**config.mk**
```make
export PLATFORM = sky130hd
export DESIGN_NAME = fwd_hazard_unit
export DESIGN_NICKNAME = d
export VERILOG_FILES = /design/src/rtl/cpu_pkg.sv /design/src/rtl/D_FF.sv /design/src/rtl/fwd_compare.sv /design/src/rtl/fwd_hazard_unit.sv
export SDC_FILE = /design/constraint.sdc
export NUM_CORES = 1
export LEC_CHECK = 0
export CAP_MARGIN = 20
export CORE_AREA = 4 4 62 64
export CTS_CLUSTER_DIAMETER = 100
export DETAILED_ROUTE_END_ITERATION = 6
export DIE_AREA = 0 0 66 68
export GPL_TIMING_DRIVEN = 0
export PLACE_DENSITY = 0.8
export SLEW_MARGIN = 20
export SYNTH_ARGS = -nofsm -noshare
export SYNTH_HDL_FRONTEND = slang
export SYNTH_SLANG_ARGS = --single-unit
export TNS_END_PERCENT = 100
```
**constraint.sdc**
```tcl
create_clock -name clk -period 4 [get_ports clk]
set_clock_uncertainty 0.2 [all_clocks]
set_input_delay 0.6 -clock clk [delete_from_list [all_inputs] [get_ports clk]]
set_output_delay 0.6 -clock clk [all_outputs]
set_load 0.03 [all_outputs]
```
**src/rtl/cpu_pkg.sv**
```systemverilog
// Shared decode-stage types: register address constants, the EX/MEM history
// entry layout and the forward-select encodings used by the operand muxes.
package cpu_pkg;

   localparam int ADDR_W = 5;
   localparam logic [ADDR_W-1:0] ZERO_REG = 5'd31;

   typedef struct packed {
      logic              v;
      logic              wr;
      logic              ld;
      logic [ADDR_W-1:0] rd;
   } hist_entry_t;

   localparam int HIST_W = $bits(hist_entry_t);

   localparam logic [1:0] FWD_NONE = 2'b00;
   localparam logic [1:0] FWD_EX   = 2'b01;
   localparam logic [1:0] FWD_MEM  = 2'b10;

   // The youngest producer (EX) wins when both stages write the same register.
   function automatic logic [1:0] fwd_select(input logic use_port,
                                             input logic hit_ex,
                                             input logic hit_mem);
      if (!use_port) return FWD_NONE;
      if (hit_ex)    return FWD_EX;
      if (hit_mem)   return FWD_MEM;
      return FWD_NONE;
   endfunction

endpackage

```
**src/rtl/D_FF.sv**
```systemverilog
// Plain register cell with asynchronous active-high reset to zero.
module D_FF #(
   parameter int W = 1
) (
   input  logic         clk,
   input  logic         reset,
   input  logic [W-1:0] d,
   output logic [W-1:0] q
);

   always_ff @(posedge clk or posedge reset) begin
      if (reset) q <= '0;
      else       q <= d;
   end

endmodule

```
**src/rtl/fwd_compare.sv**
```systemverilog
// Matches one history entry against one read address; XZR never matches.
module fwd_compare
   import cpu_pkg::*;
(
   input  logic [HIST_W-1:0] entry,
   input  logic [ADDR_W-1:0] addr,
   output logic              hit
);

   hist_entry_t e;
   logic        unused_ld;

   assign e         = entry;
   assign unused_ld = e.ld;
   assign hit       = e.v & e.wr & (e.rd == addr) & (addr != ZERO_REG);

endmodule

```
**src/rtl/fwd_hazard_unit.sv**
```systemverilog
// Decode-stage forwarding / load-use hazard tracker. Holds the destinations of
// the instructions in EX and MEM and drives forward selects and a 1-cycle stall.
module fwd_hazard_unit
   import cpu_pkg::*;
(
   input  logic              clk,
   input  logic              reset,
   input  logic              Valid,
   input  logic [ADDR_W-1:0] RdA,
   input  logic [ADDR_W-1:0] RdB,
   input  logic              UseA,
   input  logic              UseB,
   input  logic [ADDR_W-1:0] Rd,
   input  logic              RegWrite,
   input  logic              MemToReg,
   input  logic              Flush,
   output logic              FwdT1,
   output logic              FwdT2,
   output logic              FwdT3,
   output logic              FwdT4,
   output logic              Stall,
   output logic [15:0]       StallCount
);

   hist_entry_t ex_e;
   hist_entry_t mem_e;
   hist_entry_t new_e;
   logic        hit_ex_a;
   logic        hit_mem_a;
   logic        hit_ex_b;
   logic        hit_mem_b;
   logic        reset_hi;
   logic        live;
   logic        stall;
   logic        fwd_en;
   logic [1:0]  sel_a;
   logic [1:0]  sel_b;
   logic [15:0] stall_cnt;
   logic        unused_mem_ld;

   assign reset_hi      = ~reset;
   assign unused_mem_ld = mem_e.ld;

   fwd_compare u_cmp_ex_a  (.entry(ex_e),  .addr(RdA), .hit(hit_ex_a));
   fwd_compare u_cmp_mem_a (.entry(mem_e), .addr(RdA), .hit(hit_mem_a));
   fwd_compare u_cmp_ex_b  (.entry(ex_e),  .addr(RdB), .hit(hit_ex_b));
   fwd_compare u_cmp_mem_b (.entry(mem_e), .addr(RdB), .hit(hit_mem_b));

   // Flush outranks the load-use stall; a load already in MEM is forwarded, not stalled on.
   assign live   = reset & Valid & ~Flush;
   assign stall  = live & ex_e.ld & ((UseA & hit_ex_a) | (UseB & hit_ex_b));
   assign fwd_en = live & ~stall;

   assign sel_a = fwd_en ? fwd_select(UseA, hit_ex_a, hit_mem_a) : FWD_NONE;
   assign sel_b = fwd_en ? fwd_select(UseB, hit_ex_b, hit_mem_b) : FWD_NONE;

   assign FwdT1      = (sel_a == FWD_EX);
   assign FwdT2      = (sel_a == FWD_MEM);
   assign FwdT3      = (sel_b == FWD_EX);
   assign FwdT4      = (sel_b == FWD_MEM);
   assign Stall      = stall;
   assign StallCount = stall_cnt;

   always_comb begin
      new_e = '0;
      if (Valid && !Flush && !stall) begin
         new_e.v  = 1'b1;
         new_e.wr = RegWrite;
         new_e.ld = MemToReg;
         new_e.rd = Rd;
      end
   end

   D_FF #(.W(HIST_W)) u_ex_ff  (.clk(clk), .reset(reset_hi), .d(new_e), .q(ex_e));
   D_FF #(.W(HIST_W)) u_mem_ff (.clk(clk), .reset(reset_hi), .d(ex_e),  .q(mem_e));

   always_ff @(posedge clk or negedge reset) begin
      if (!reset) begin
         stall_cnt <= '0;
      end else if (stall && (stall_cnt != 16'hFFFF)) begin
         stall_cnt <= stall_cnt + 16'd1;
      end
   end

endmodule

```
==> flow_summary_export.csv <==
group,metric,value,unit
outcome,status,"finished, final reports clean",
timing,slew_viol_final,0,
drt,dr.pass1.iters,4,
floorplanning,dieArea,0.00449,sq mm
clock_network,clock_sinks,31,
layout,insertedDiodeCount,0,
layout,fin_cells,257,
setup_path,rr_endpoint,"StallCount[1]",
synth,synth_area_leader_cell,"dfrtp_1",
synth,ys.flop_type,"dfrtp_1",
hold_path,hp-class,"in2async",
setup_path,reg2reg_setup_slack,1.86,ns
synth,synthCells,160,
clock_network,clock_path_buffers,2,
timing,slew_headroom,70.1,%
floorplanning,fp.dieH,68,um
clock_network,clk_pin_slew_worst_paths,0.10,ns
placed_design,placed_cells,249,
clock_network,cts_tree,"yes",
pwr,swShare,23.7,%
layout,area_growth_syn_to_layout,33.0,%
global_routing,grtUsageMet1,24.7,%
global_routing,grt_pass1_vias,1378,
global_routing,grt_util_met3,5.42,%
floorplanning,initial_core_util,51.1,%
pwr,power_leakage,0.981,nW
synth,avgSynthCellArea,10.5,sq um
synth,ys_ff_latch,31,
setup_path,worstPathMaxFanout,10,
setup_path,setup.worst_path.start_class,"primary input",
layout,fin_nets,234,
pwr,p_sw,142,uW
placed_design,portBuffers,43,
clock_network,clock_insertion_delay_worst_skew,0.32,ns
clock_network,cts_buffers,5,
global_routing,grt_pass1_wl,6620,um
timing,worstMarginPinSlew,0.448,ns
pwr,power.internal,457,uW
synth,post-synth-top-count-cell,"dfrtp_1",
synth,syn_area,0.00168,sq mm
global_routing,grt_usage,19.5,%
setup_path,end_kind,"primary output",
floorplanning,rows,21,
synth,synthArstFlopShare,100,%
drt,vias,1390,
clock_network,postCtsSetupBuffers,0,
global_routing,grt_max_degree,35,
setup_path,reg2regPathDepth,5,
synth,synth_edf_count,0,
setup_path,critPathKind,"in2out",
timing,fmax,261,MHz
synth,yosysTopAreaCellShare,46.2,%
timing,period_needed,3.83,ns
drt,ant_nets,0,
floorplanning,fp.coreArea,0.00328,sq mm
pwr,powerDensity,268,mW/mm^2
global_routing,grt_antenna_before_repair,0,
pwr,p_seq_share,54.3,%
synth,synth-seq-area-share,46.2,%
synth,yosys_warnings,0,
layout,fillers,261,
drt,drtIter0Drc,81,
setup_path,worstPathRequired,3.20,ns
timing,finalSetupViolCount,0,
timing,rsz0062_at_grt,"no",
clock_network,cts_resized,0,
global_routing,grt-busiest-layer,"met2",
clock_network,cts-root-buf,"clkbuf_4",
synth,synth.distinct_cells,32,
drt,via_per_inst,5.41,
synth,ys_top_cells_by_count,"31 x dfrtp_1, 22 x xor2_1, 13 x nand4_1, 13 x nor3_1, 13 x xnor2_1",
clock_network,ctsHoldBuffers,0,
timing,hold_viol_final,0,
drt,drt_drc_violations_left,0,
run,maxCapViolations,0,
drt,wl_per_cell,15.6,um
synth,synth_area_leaders,"dfrtp_1 46%, xor2_1 11%, xnor2_1 6.8%",
floorplanning,ios,44,
setup_path,r2r_start,"u_ex_ff.q[0]",
placed_design,gp_congestion,0.891,
clock_network,htree_levels,2,
global_routing,grt_overflow,0,
layout,drive_gt1_share,8.53,%
pwr,power.total,599,uW
placed_design,post-dp-hpwl,3050,um
setup_path,crit_start,"Valid",
pwr,vdd_ir_drop_max,0.198,mV
drt,drt_wl_total,4000,um
pwr,p_comb_share,10.8,%
synth,synthesis.nets,184,
timing,post-route-period-util,95.8,%
global_routing,grt_util_met2,32.9,%
pwr,clock_power_share,35.0,%
setup_path,critical_path_arrival,3.03,ns
floorplanning,fp.dieW,66,um
==> cell type report <==
class | instances | area (sq um) | share of cell area (%)
clock buffer | 8 | 68.8 | 3.08
tap | 46 | 57.6 | 2.58
multi-input combinational | 122 | 868 | 38.9
timing repair buffer | 43 | 428 | 19.2
sequential | 31 | 776 | 34.8
buffer | 4 | 22.5 | 1.01
inverter | 3 | 11.3 | 0.504
==> critical path: stages <==
cell	delay (ns)
clkdlybuf4s50_1	0.52
and3_1	0.16
clkbuf_1	0.26
nand2_1	0.30
o211a_1	0.41
and3_1	0.19
clkdlybuf4s50_1	0.58
==> power groups by stage <==
| stage | logic, mW | registers (mW) | clock network, mW |
|---|---|---|---|
| 2_1_floorplan | 0.0267 | 0.330 | 0 |
| 3_3_place_gp | 0.0634 | 0.331 | 0 |
| 3_5_place_dp | 0.0646 | 0.331 | 0 |
| 4_1_cts | 0.0650 | 0.325 | 0.215 |
| 5_1_grt | 0.0706 | 0.326 | 0.229 |
| 6_report | 0.0646 | 0.325 | 0.209 |
==> flip-flops by register name, summed over array words and instances (netlist names) <==
name and flops:
StallCount 16, u_ex_ff.q 8, u_mem_ff.q 7
==> layer usage <==
layer	vias up	routed length, um	part of all wire [%]
met5	-	0	0
met4	0	40	1.0
met3	5	249	6.2
met2	49	1980	49
met1	662	1730	43
li1	674	-	-
==> logic make-up after synthesis <==
| group | Yosys count | synth area share (%) |
|---|---|---|
| simple gates | 78 | 28.8 |
| xor+xnor | 35 | 18.3 |
| flops | 31 | 46.2 |
| compound gates | 7 | 3.28 |
| buf+inv | 7 | 2.01 |
| mux | 1 | 0.671 |
| fa+ha+maj | 1 | 0.746 |
==> stage by stage <==
stage	hold slack [ns]	setup slack [ns]	TNS (ns)	area, sq um	util [%]
CTS	0.136	0.0135	0	2230	67.9
floorplan	0.104	1.32	0	1680	-
finish	0.0246	0.168	0	2230	68.0
global placement	0.218	-0.939	-2.81	2170	65.9
global route	0.0472	0.0639	0	2230	68.0
detailed placement	0.218	0.0211	0	2160	65.8
==> how the worst max path moves through the flow <==
| stage | end | slack (ns) | cells after the start |
|---|---|---|---|
| 2_1_floorplan | FwdT3 | 1.32 | 5 |
| 3_3_place_gp | FwdT2 | -0.94 | 7 |
| 3_5_place_dp | FwdT2 | 0.02 | 7 |
| 4_1_cts | FwdT2 | 0.01 | 7 |
| 5_1_grt | FwdT2 | 0.06 | 7 |
| 6_report | FwdT2 | 0.17 | 7 |
==> cell usage in the layout, fill, tap and decap left out, drive strengths merged, types with 2 or more instances in the layout <==
master	n
nor4	7
xor2	22
nor2	4
nand2	8
inv	3
and3	4
nor3	13
and2	8
and4	2
clkbuf	12
dfrtp	31
xnor2	13
nand4	13
nand3	12
o211ai	3
nor4b	2
clkdlybuf4s50	42
Note: power is estimated with default switching activity, not from simulation.
